===== config.mk =====
export PLATFORM = sky130hd
export DESIGN_NAME = ap_host_seq
export DESIGN_NICKNAME = d
export VERILOG_FILES = /design/src/rtl/ap_host_pkg.sv /design/src/rtl/ap_host_skid.sv /design/src/rtl/ap_host_seq.sv
export SDC_FILE = /design/constraint.sdc
export NUM_CORES = 1
export LEC_CHECK = 0
export ABC_AREA = 1
export BUFFER_PORTS_ARGS = -buffer_cell sky130_fd_sc_hd__buf_4
export CORE_MARGIN = 1
export CORE_UTILIZATION = 45
export DETAILED_ROUTE_END_ITERATION = 16
export GPL_TIMING_DRIVEN = 0
export MAX_ROUTING_LAYER = met4
export PLACE_DENSITY = 0.68
export SLEW_MARGIN = 20
export SYNTH_ARGS = -nofsm -noshare
export SYNTH_HDL_FRONTEND = slang
export SYNTH_SLANG_ARGS = --single-unit

===== constraint.sdc =====
create_clock -name clk -period 3.03 [get_ports clk]
set_input_delay 0.1515 -clock clk [delete_from_list [all_inputs] [get_ports clk]]
set_output_delay 0.1515 -clock clk [all_outputs]
set_load 0.01 [all_outputs]

===== src/rtl/ap_host_pkg.sv =====
// Shared types and helpers for the AP host sequencer.
// Optional irq watchdog is enabled by defining AP_HOST_TIMEOUT_EN.
package ap_host_pkg;

    typedef enum logic [2:0] {
        IDLE,
        LOAD_A,
        LOAD_B,
        EXEC,
        WAIT,
        READ,
        DONE
    } state_e;

    localparam logic INTCOL_A = 1'b0;
    localparam logic INTCOL_B = 1'b1;

    // Number of bits needed to write value in binary (512 -> 10).
    function automatic int clogb2(input int value);
        int r;
        r = 0;
        for (int i = 0; i < 31; i++) begin
            if ((value >> i) != 0) r = i + 1;
        end
        return r;
    endfunction

endpackage


===== src/rtl/ap_host_skid.sv =====
// Two-entry result buffer between the AP read port and the rd stream.
// Push and pop may happen in the same cycle, including when full.
module ap_host_skid #(
    parameter int WORD_SIZE = 8
) (
    input  logic                 clk,
    input  logic                 rst,
    input  logic                 push_i,
    input  logic                 pop_i,
    input  logic [WORD_SIZE-1:0] data_i,
    output logic [WORD_SIZE-1:0] data_o,
    output logic [1:0]           count_o
);

    logic [WORD_SIZE-1:0] mem_q [2];
    logic                 wp_q;
    logic                 rp_q;
    logic [1:0]           cnt_q;

    always_ff @(posedge clk) begin
        if (rst) begin
            mem_q[0] <= '0;
            mem_q[1] <= '0;
            wp_q     <= 1'b0;
            rp_q     <= 1'b0;
            cnt_q    <= '0;
        end else begin
            if (push_i) mem_q[wp_q] <= data_i;
            wp_q  <= wp_q ^ push_i;
            rp_q  <= rp_q ^ pop_i;
            cnt_q <= cnt_q + 2'(push_i) - 2'(pop_i);
        end
    end

    assign data_o  = mem_q[rp_q];
    assign count_o = cnt_q;

endmodule


===== src/rtl/ap_host_seq.sv =====
// Host-side job sequencer for the associative-processor array port.
// Define AP_HOST_TIMEOUT_EN to add an irq watchdog that aborts stuck jobs.
module ap_host_seq
    import ap_host_pkg::*;
#(
    parameter int WORD_SIZE   = 8,
    parameter int CELL_QUANT  = 512,
    parameter int TIMEOUT_CYC = 4096,
    parameter int ADDR_W      = clogb2(CELL_QUANT)
) (
    input  logic                 clk,
    input  logic                 rst,
    input  logic                 job_valid,
    output logic                 job_ready,
    input  logic [2:0]           job_cmd,
    input  logic [1:0]           job_bank,
    input  logic [ADDR_W-1:0]    job_len,
    input  logic                 job_dir,
    input  logic                 job_target,
    input  logic                 job_rd_col,
    input  logic                 wr_valid,
    output logic                 wr_ready,
    input  logic [WORD_SIZE-1:0] wr_data,
    output logic                 rd_valid,
    input  logic                 rd_ready,
    output logic [WORD_SIZE-1:0] rd_data,
    output logic [ADDR_W-1:0]    ap_addr,
    output logic [WORD_SIZE-1:0] ap_data,
    output logic [2:0]           ap_cmd,
    output logic [1:0]           ap_sel_col,
    output logic                 ap_sel_internal_col,
    output logic                 ap_mode,
    output logic                 ap_op_direction,
    output logic                 ap_op_target,
    output logic                 ap_write_en,
    output logic                 ap_read_en,
    input  logic [WORD_SIZE-1:0] ap_data_out,
    input  logic                 ap_state_irq,
    output logic                 busy,
    output logic                 done,
    output logic                 err
);

    state_e state_q, state_d;

    logic [2:0]           cmd_q;
    logic [1:0]           bank_q;
    logic [ADDR_W-1:0]    len_q;
    logic                 dir_q;
    logic                 tgt_q;
    logic                 rdcol_q;

    logic [ADDR_W-1:0]    cnt_q, cnt_d;
    logic                 issued_q, issued_d;
    logic                 infl_q;

    logic [ADDR_W-1:0]    waddr_q;
    logic [WORD_SIZE-1:0] wdata_q;
    logic                 we_q;
    logic                 col_q;
    logic                 mode_q;
    logic [2:0]           apcmd_q;
    logic                 opdir_q;
    logic                 optgt_q;
    logic                 busy_q;
    logic                 done_q;

    logic                 job_accept;
    logic                 wr_fire;
    logic                 rd_issue;
    logic                 exec_d;
    logic                 tmo_hit;
    logic                 pop;
    logic [1:0]           buf_cnt;
    logic [2:0]           occ;

    assign job_ready  = (state_q == IDLE);
    assign job_accept = job_valid & job_ready;
    assign wr_ready   = (state_q == LOAD_A) || (state_q == LOAD_B);
    assign wr_fire    = wr_valid & wr_ready;
    assign rd_valid   = (buf_cnt != 2'd0);
    assign pop        = rd_valid & rd_ready;
    assign exec_d     = (state_d == EXEC) || (state_d == WAIT);

    // Occupancy after this cycle's pop plus the word landing at this edge.
    assign occ = 3'(buf_cnt) + 3'(infl_q) - 3'(pop);

`ifdef AP_HOST_TIMEOUT_EN
    localparam int TW = clogb2(TIMEOUT_CYC);

    logic [TW-1:0] tmo_q;
    logic          err_q;

    assign tmo_hit = (state_q == WAIT) && !ap_state_irq &&
                     (tmo_q == TW'(TIMEOUT_CYC - 1));

    always_ff @(posedge clk) begin
        if (rst) begin
            tmo_q <= '0;
            err_q <= 1'b0;
        end else begin
            tmo_q <= (state_q == WAIT) ? tmo_q + TW'(1) : '0;
            if (tmo_hit) err_q <= 1'b1;
        end
    end

    assign err = err_q;
`else
    assign tmo_hit = 1'b0;
    assign err     = 1'b0;
`endif

    always_comb begin
        state_d  = state_q;
        cnt_d    = cnt_q;
        issued_d = issued_q;
        rd_issue = 1'b0;
        unique case (state_q)
            IDLE: begin
                if (job_accept) begin
                    state_d = LOAD_A;
                    cnt_d   = '0;
                end
            end
            LOAD_A, LOAD_B: begin
                if (wr_valid) begin
                    if (cnt_q == len_q) begin
                        cnt_d   = '0;
                        state_d = (state_q == LOAD_A) ? LOAD_B : EXEC;
                    end else begin
                        cnt_d = cnt_q + ADDR_W'(1);
                    end
                end
            end
            EXEC: state_d = WAIT;
            WAIT: begin
                if (ap_state_irq) begin
                    state_d  = READ;
                    cnt_d    = '0;
                    issued_d = 1'b0;
                end else if (tmo_hit) begin
                    state_d = DONE;
                end
            end
            READ: begin
                if (!rst && !issued_q && (occ < 3'd2)) begin
                    rd_issue = 1'b1;
                    if (cnt_q == len_q) issued_d = 1'b1;
                    else                cnt_d    = cnt_q + ADDR_W'(1);
                end
                if (issued_q && !infl_q && (buf_cnt == 2'd0)) state_d = DONE;
            end
            DONE:    state_d = IDLE;
            default: state_d = IDLE;
        endcase
    end

    always_ff @(posedge clk) begin
        if (rst) begin
            state_q  <= IDLE;
            cnt_q    <= '0;
            issued_q <= 1'b0;
            infl_q   <= 1'b0;
            cmd_q    <= '0;
            bank_q   <= '0;
            len_q    <= '0;
            dir_q    <= 1'b0;
            tgt_q    <= 1'b0;
            rdcol_q  <= 1'b0;
            waddr_q  <= '0;
            wdata_q  <= '0;
            we_q     <= 1'b0;
            col_q    <= INTCOL_A;
            mode_q   <= 1'b0;
            apcmd_q  <= '0;
            opdir_q  <= 1'b0;
            optgt_q  <= 1'b0;
            busy_q   <= 1'b0;
            done_q   <= 1'b0;
        end else begin
            state_q  <= state_d;
            cnt_q    <= cnt_d;
            issued_q <= issued_d;
            infl_q   <= rd_issue;
            if (job_accept) begin
                cmd_q   <= job_cmd;
                bank_q  <= job_bank;
                len_q   <= job_len;
                dir_q   <= job_dir;
                tgt_q   <= job_target;
                rdcol_q <= job_rd_col;
            end
            we_q <= wr_fire;
            if (wr_fire) begin
                waddr_q <= cnt_q;
                wdata_q <= wr_data;
            end
            // Column tracks the state the write was accepted in.
            col_q   <= (state_q == LOAD_B) ? INTCOL_B : INTCOL_A;
            mode_q  <= exec_d;
            apcmd_q <= exec_d ? cmd_q : 3'b000;
            opdir_q <= exec_d & dir_q;
            optgt_q <= exec_d & tgt_q;
            busy_q  <= (state_d != IDLE) && (state_d != DONE);
            done_q  <= (state_d == DONE);
        end
    end

    ap_host_skid #(
        .WORD_SIZE(WORD_SIZE)
    ) u_skid (
        .clk    (clk),
        .rst    (rst),
        .push_i (infl_q),
        .pop_i  (pop),
        .data_i (ap_data_out),
        .data_o (rd_data),
        .count_o(buf_cnt)
    );

    assign ap_addr             = (state_q == READ) ? cnt_q : waddr_q;
    assign ap_data             = wdata_q;
    assign ap_cmd              = apcmd_q;
    assign ap_sel_col          = bank_q;
    assign ap_sel_internal_col = (state_q == READ) ? rdcol_q : col_q;
    assign ap_mode             = mode_q;
    assign ap_op_direction     = opdir_q;
    assign ap_op_target        = optgt_q;
    assign ap_write_en         = we_q;
    assign ap_read_en          = rd_issue;
    assign busy                = busy_q;
    assign done                = done_q;

endmodule

After elaboration in Yosys (flattened, before gate mapping)

Memories as Yosys holds them, arrays and structs flattened. A register that Yosys moved wholly into a read port is not among the register bits.
Cells that the tools add are included.

Muxes and demuxes: 32
Bitwise operators: 8
Add/subtract/negate cells: 5
$lt $le $gt $ge: 1
Reduce and logical (&&, ||, !) cells: 21
Eq/ne operators: 16

Operators by type and width:

| cell                  | number |
|---|---|
| $mux 10               | 7 |
| $pmux 10 s4           | 1 |
| $mux 1                | 16 |
| $mux 3                | 5 |
| $pmux 3 s5            | 1 |
| $eq 3x3->1 const B    | 4 |
| $add 10x1->10 const B | 1 |
| $eq 10x10->1          | 1 |
| $ne 2x2->1 const B    | 5 |
| $eq 3x2->1 const B    | 3 |
| $mux 8                | 1 |
| $reduce_or 8->1       | 1 |
| $reduce_and 6->1      | 1 |
| $and 1x1->1           | 5 |
| $logic_and 1x1->1     | 5 |
| $reduce_and 4->1      | 1 |
| $reduce_bool 2->1     | 2 |
| $reduce_bool 4->1     | 1 |
| $reduce_or 2->1       | 2 |
| $add 2x1->3           | 1 |
| $eq 3x1->1 const B    | 1 |
| $logic_not 1->1       | 3 |
| $logic_not 3->1       | 1 |
| $lt 3x2->1 const B    | 1 |
| 11 further kinds      | 13 |

Logic and storage cells: 107
Memory bits (writable): 16
Register bits after elaboration: 65
Input bits: 40
Memories kept: 1
Output and inout port bits: 43

Memory list:

| name         | words | bits a word | read ports | clocked after Yosys merged registers in | wr ports | line               | RTL |
|---|---|---|---|---|---|---|---|
| u_skid.mem_q | 2     | 8           | 1          | 1                                       | 2        | ap_host_skid.sv:15 | `logic [WORD_SIZE-1:0] mem_q [2];` |

Logic depth before layout (Yosys ltp)

Depth in word-level cells: 9
Gate-level depth with buffers: 18
Mapped depth without buffers: 18

By module

From an unflattened synthesis, not the netlist that was laid out.

Cells, all modules: 461
Area total of the unflattened synthesis: 3707.3 sq um

By module, submodules not included:

| module       | cells an instance | seq. area each (sq um) | instances | area an instance (sq um) |
|---|---|---|---|---|
| ap_host_seq  | 385               | 1221.2                 | 1         | 2778.9 |
| ap_host_skid | 76                | 560.5                  | 1         | 928.4 |

Worst setup path before layout

Ideal clock, no wire load.

Path type: reg2reg
From: register u_skid.cnt_q[1], in the netlist u_skid.count_o[1]
To: register cnt_q[2]
Buffers on the path: 1
Clock period less this slack: 2513 ps
Cell stages (with the launch flop): 19
Path slack: 517 ps
Data arrival time: 2449 ps
Cells stage by stage: dfxtp_1 > nor2_1 > inv_1 > nand2_1 > inv_1 > ha_1 > inv_1 > ha_1 > fa_1 > xor2_1 > nand4_1 > nand2_1 > o21ai_1 > nor3_4 > nand2_2 > buf_6 > o21ai_1 > nand2_1 > nor2_1

Word-level cells in the longest chain between the ends: 7
Elaborated cells on any way between the ends: 8
Those cells by class: add/sub (2); order compare (1); eq/ne (1); bitwise (1); reduce/logical (3)

Ends and longest elaborated chain:

| item                       | line               | RTL |
|---|---|---|
| from (decl)                | ap_host_skid.sv:18 | `logic [1:0] cnt_q;` |
| from (signal assigned)     | ap_host_skid.sv:31 | `cnt_q <= cnt_q + 2'(push_i) - 2'(pop_i);` |
| $reduce_bool 2->1          | ap_host_seq.sv:81  | `assign rd_valid = (buf_cnt != 2'd0);` |
| named net rd_valid         | ap_host_seq.sv:24  | `output logic rd_valid,` |
| $and 1x1->1                | ap_host_seq.sv:82  | `assign pop = rd_valid & rd_ready;` |
| $sub 3x1->3                | ap_host_seq.sv:86  | `assign occ = 3'(buf_cnt) + 3'(infl_q) - 3'(pop);` |
| $lt 3x2->1                 | ap_host_seq.sv:146 | `if (!rst && !issued_q && (occ < 3'd2)) begin` |
| $logic_and 1x1->1          | ap_host_seq.sv:146 |  |
| $ne 2x2->1 (no line)       | n/a                |  |
| $reduce_and 6->1 (no line) | n/a                |  |
| to (signal assigned)       | ap_host_seq.sv:182 | `cnt_q <= cnt_d;` |
| to (decl)                  | ap_host_seq.sv:53  | `logic [ADDR_W-1:0] cnt_q, cnt_d;` |

The timed path passes the listed nets, and every way through them passes these cells.
A chain may end at the register's enable or synchronous reset.

Worst setup path after layout

From: register u_skid.cnt_q[1], in the netlist u_skid.count_o[1]
To: register cnt_q[5]

Word-level cells in the longest chain between the ends: 7
Elaborated cells on any way between the ends: 8
Those cells by class: add/sub (2); order compare (1); eq/ne (1); bitwise (1); reduce/logical (3)

Ends and longest elaborated chain:

| item                                                                | line |
|---|---|
| parallel branches: the longest is 2 deep, another holds $add 2x1->3 | n/a |
| $sub 3x1->3 (*)                                                     | ap_host_seq.sv:86 |
| $lt 3x2->1 (*)                                                      | ap_host_seq.sv:146 |
| $logic_and 1x1->1 (*)                                               | ap_host_seq.sv:146 |
| $ne 2x2->1 (no line) (*)                                            | n/a |
| $reduce_and 6->1 (no line) (*)                                      | n/a |

Mark *: on every way between the ends.

==> flow_metrics.py <==
metrics = {
    "placement": {
        "routabilityCongestion": 0.8582,
        "placed_cells": 680,
        "dp_slack_ns": 0.2292,
        "postPlaceCellArea_mm2": 0.004497,
        "port_buffers": 81,
        "hpwl_um": 6598,
    },
    "floorplan": {
        "core.rowCount": 32,
        "die_w_um": 93.42,
        "die_height_um": 93.42,
        "initial_utilization_pct": 47.68,
        "coreArea_mm2": 0.007888,
        "die_area_mm2": 0.008727,
        "io_pins": 83,
    },
    "routing": {
        "ant_nets": 0,
        "drtIter0Drc": 161,
        "drcViolationCount": 0,
        "firstDrtPassIters": 4,
        "vias": 3433,
        "vias_per_cell": 4.925,
        "wl_um": 8987,
        "wl_per_cell_um": 12.89,
    },
    "finish": {
        "final.fill_count": 768,
        "final_cells": 697,
        "area_growth_pct": 25.48,
        "final_nets": 634,
        "finish.utilization_pct": 59.84,
        "final_cell_mix": "nand2_1, buf_4, dfxtp_1",
        "final_common_cell": "nand2_1",
        "drive_gt1_share_pct": 24.03,
        "diodes": 0,
        "final_area_mm2": 0.004720,
    },
    "global_routing": {
        "grt_max_degree": 16,
        "antenna_found_initial": 0,
        "overflow": 0,
        "grt_usage_pct": 22.50,
        "grt_pass1_vias": 3261,
        "grt_pass1_wl_um": 14830,
    },
    "power_and_ir_drop": {
        "leakage_nw": 2.029,
        "vdd_ir_drop_max_v": 0.0002300,
        "finalPower_mw": 2.408,
        "powerDensity_mw_per_mm2": 510.2,
    },
    "synthesis": {
        "netlist_instances": 497,
        "ys_seq_area_share_pct": 47.37,
        "ys_seq_elements": 81,
        "ys_types": 35,
        "syn_nets": 541,
        "synthArstFlopShare_pct": 0,
        "ys.flop_type": "dfxtp_1",
        "synth_edf_count": 16,
        "synth_warnings": 0,
        "syn_area_mm2": 0.003761,
        "avgSynthCellArea_um2": 7.568,
    },
    "clocking": {
        "cts-buffers-inserted": 9,
        "cts.clk_slew.worst_paths_ns": 0.08,
        "cts_tree": "yes",
        "clockBufferDepth": 2,
        "cts-root-buf": "clkbuf_8",
        "clock_latency_ns": 0.35,
        "htreeDepth": 3,
        "clock_sinks": 81,
    },
    "worst_setup_path": {
        "critPathKind": "flip-flop to flip-flop",
        "end_kind": "flip-flop",
        "worstRegToRegCells": 17,
        "crit_arrival_ns": 3.07,
        "cp_max_fo": 9,
        "worstSetupStartpointType": "flip-flop",
        "cp.required_ns": 3.30,
    },
    "sta": {
        "finalMaxSlewViolations": 0,
        "fin_tns_setup_ns": 0,
        "relSlewSlack_pct": 59.71,
        "setup_ws_ns": 0.2328,
        "tightest_slew_ns": 0.6043,
        "fin_crit_ns": 2.797,
        "hold_ws_ns": 0.04118,
        "fin_crit_sh_pct": 92.32,
        "final-setup-viol-count": 0,
        "fmax_mhz": 357.5,
        "finClkSkew_ns": 0.01263,
        "hold_violations": 0,
    },
    "job": {
        "cap_violations": 0,
    },
    "min_path": {
        "hold_path.class": "primary input to flip-flop",
        "holdPathStages": 2,
    },
    "outcome": {
        "run_status": "finished, final reports clean",
    },
}
-- cell families (layout without fill, tap and decap cells) --
kind of cell    after synthesis  after routing  synth area share [%]
other cells                   1              1               0.09970
flops                        81             81                 47.37
fa+ha+maj                     4              4                 1.530
buf+inv                      85            183                 9.348
simple gates                212            212                 24.59
xor+xnor                     13             13                 3.027
compound gates              101            101                 14.04
-- path summary, 6_finish.rpt --
| kind | slack, ns | end | startpoint |
|---|---|---|---|
| worst max-delay path | 0.23 | cnt_q[5]$_SDFFE_PP0P_ | u_skid.count_o[1]$_SDFF_PP0_ |
| worst min-delay path | 0.04 | state_q[2]$_SDFF_PP0_ | rst |
| worst max register to register | 0.23 | cnt_q[5]$_SDFFE_PP0P_ | u_skid.count_o[1]$_SDFF_PP0_ |
| worst min register to register | 0.45 | waddr_q[7]$_SDFFE_PP0P_ | waddr_q[7]$_SDFFE_PP0P_ |
-- sequential cells by signal, summed over array words and instances, names as in the netlist, 2 cells and up --
name / flops
u_skid.mem_q: 16
cnt_q: 10
len_q: 10
waddr_q: 10
ap_data: 8
ap_cmd: 3
cmd_q: 3
state_q: 3
ap_sel_col: 2
u_skid.count_o: 2
-- cell usage after synthesis, types with 5 or more instances --
cell | n | area share, %
nor2_1 | 46 | 4.6
clkbuf_1 | 16 | 1.6
xor2_1 | 7 | 1.6
edfxtp_1 | 16 | 13
a21oi_1 | 48 | 6.4
o21ai_0 | 44 | 5.9
a21oi_2 | 6 | 1.4
inv_1 | 48 | 4.8
inv_2 | 9 | 0.90
nand3_1 | 14 | 1.9
dfxtp_1 | 65 | 35
nor3_1 | 5 | 0.67
buf_2 | 7 | 0.93
xnor2_1 | 6 | 1.4
nand2_1 | 127 | 13
-- report_power, final --
part / leakage (nW) / internal (mW) / switching (mW) / total (mW)
Sequential: 0.695 / 1.15 / 0.0259 / 1.18
Clock: 0.0982 / 0.389 / 0.413 / 0.802
Combinational: 1.24 / 0.173 / 0.255 / 0.429
Total: 2.03 / 1.71 / 0.694 / 2.41
-- critical path: stages (launching register included) --
cell and delay (ns):
dfxtp_2 0.34, nor2_2 0.11, inv_2 0.06, nand2_2 0.08, inv_1 0.05, ha_1 0.26, inv_1 0.04, ha_1 0.19
fa_1 0.38, xor2_1 0.19, nand4_1 0.16, nand2_1 0.12, o21ai_2 0.08, nor3_4 0.21, nand2_2 0.09, inv_2 0.15
nand2_1 0.08, a21oi_1 0.13
-- repair_timing --
item                                    CTS  global route
gates resized for setup                   0             6
hold buffers                              0             0
setup buffers                             0             1
endpoints found under the setup margin    0             9
-- metal layers --
metal	track usage, %	vias to the layer above	wire length, um
met5	-	-	0
li1	-	1765	-
met1	28.19	1559	4126
met3	4.390	4	547
met2	36.64	105	4263
met4	7.179	0	50
-- layout make-up --
class / count / area (um2) / share of cell area (%)
Inverter: 59 / 226.5 / 4.799
Buffer: 26 / 125.1 / 2.651
Sequential cell: 81 / 1783 / 37.78
Tap cell: 102 / 127.6 / 2.704
Clock buffer: 9 / 123.9 / 2.625
Multi-Input combinational cell: 331 / 1640 / 34.76
Clock inverter: 7 / 77.57 / 1.644
Timing Repair Buffer: 82 / 615.6 / 13.04
(Power assumes the default switching activity.)
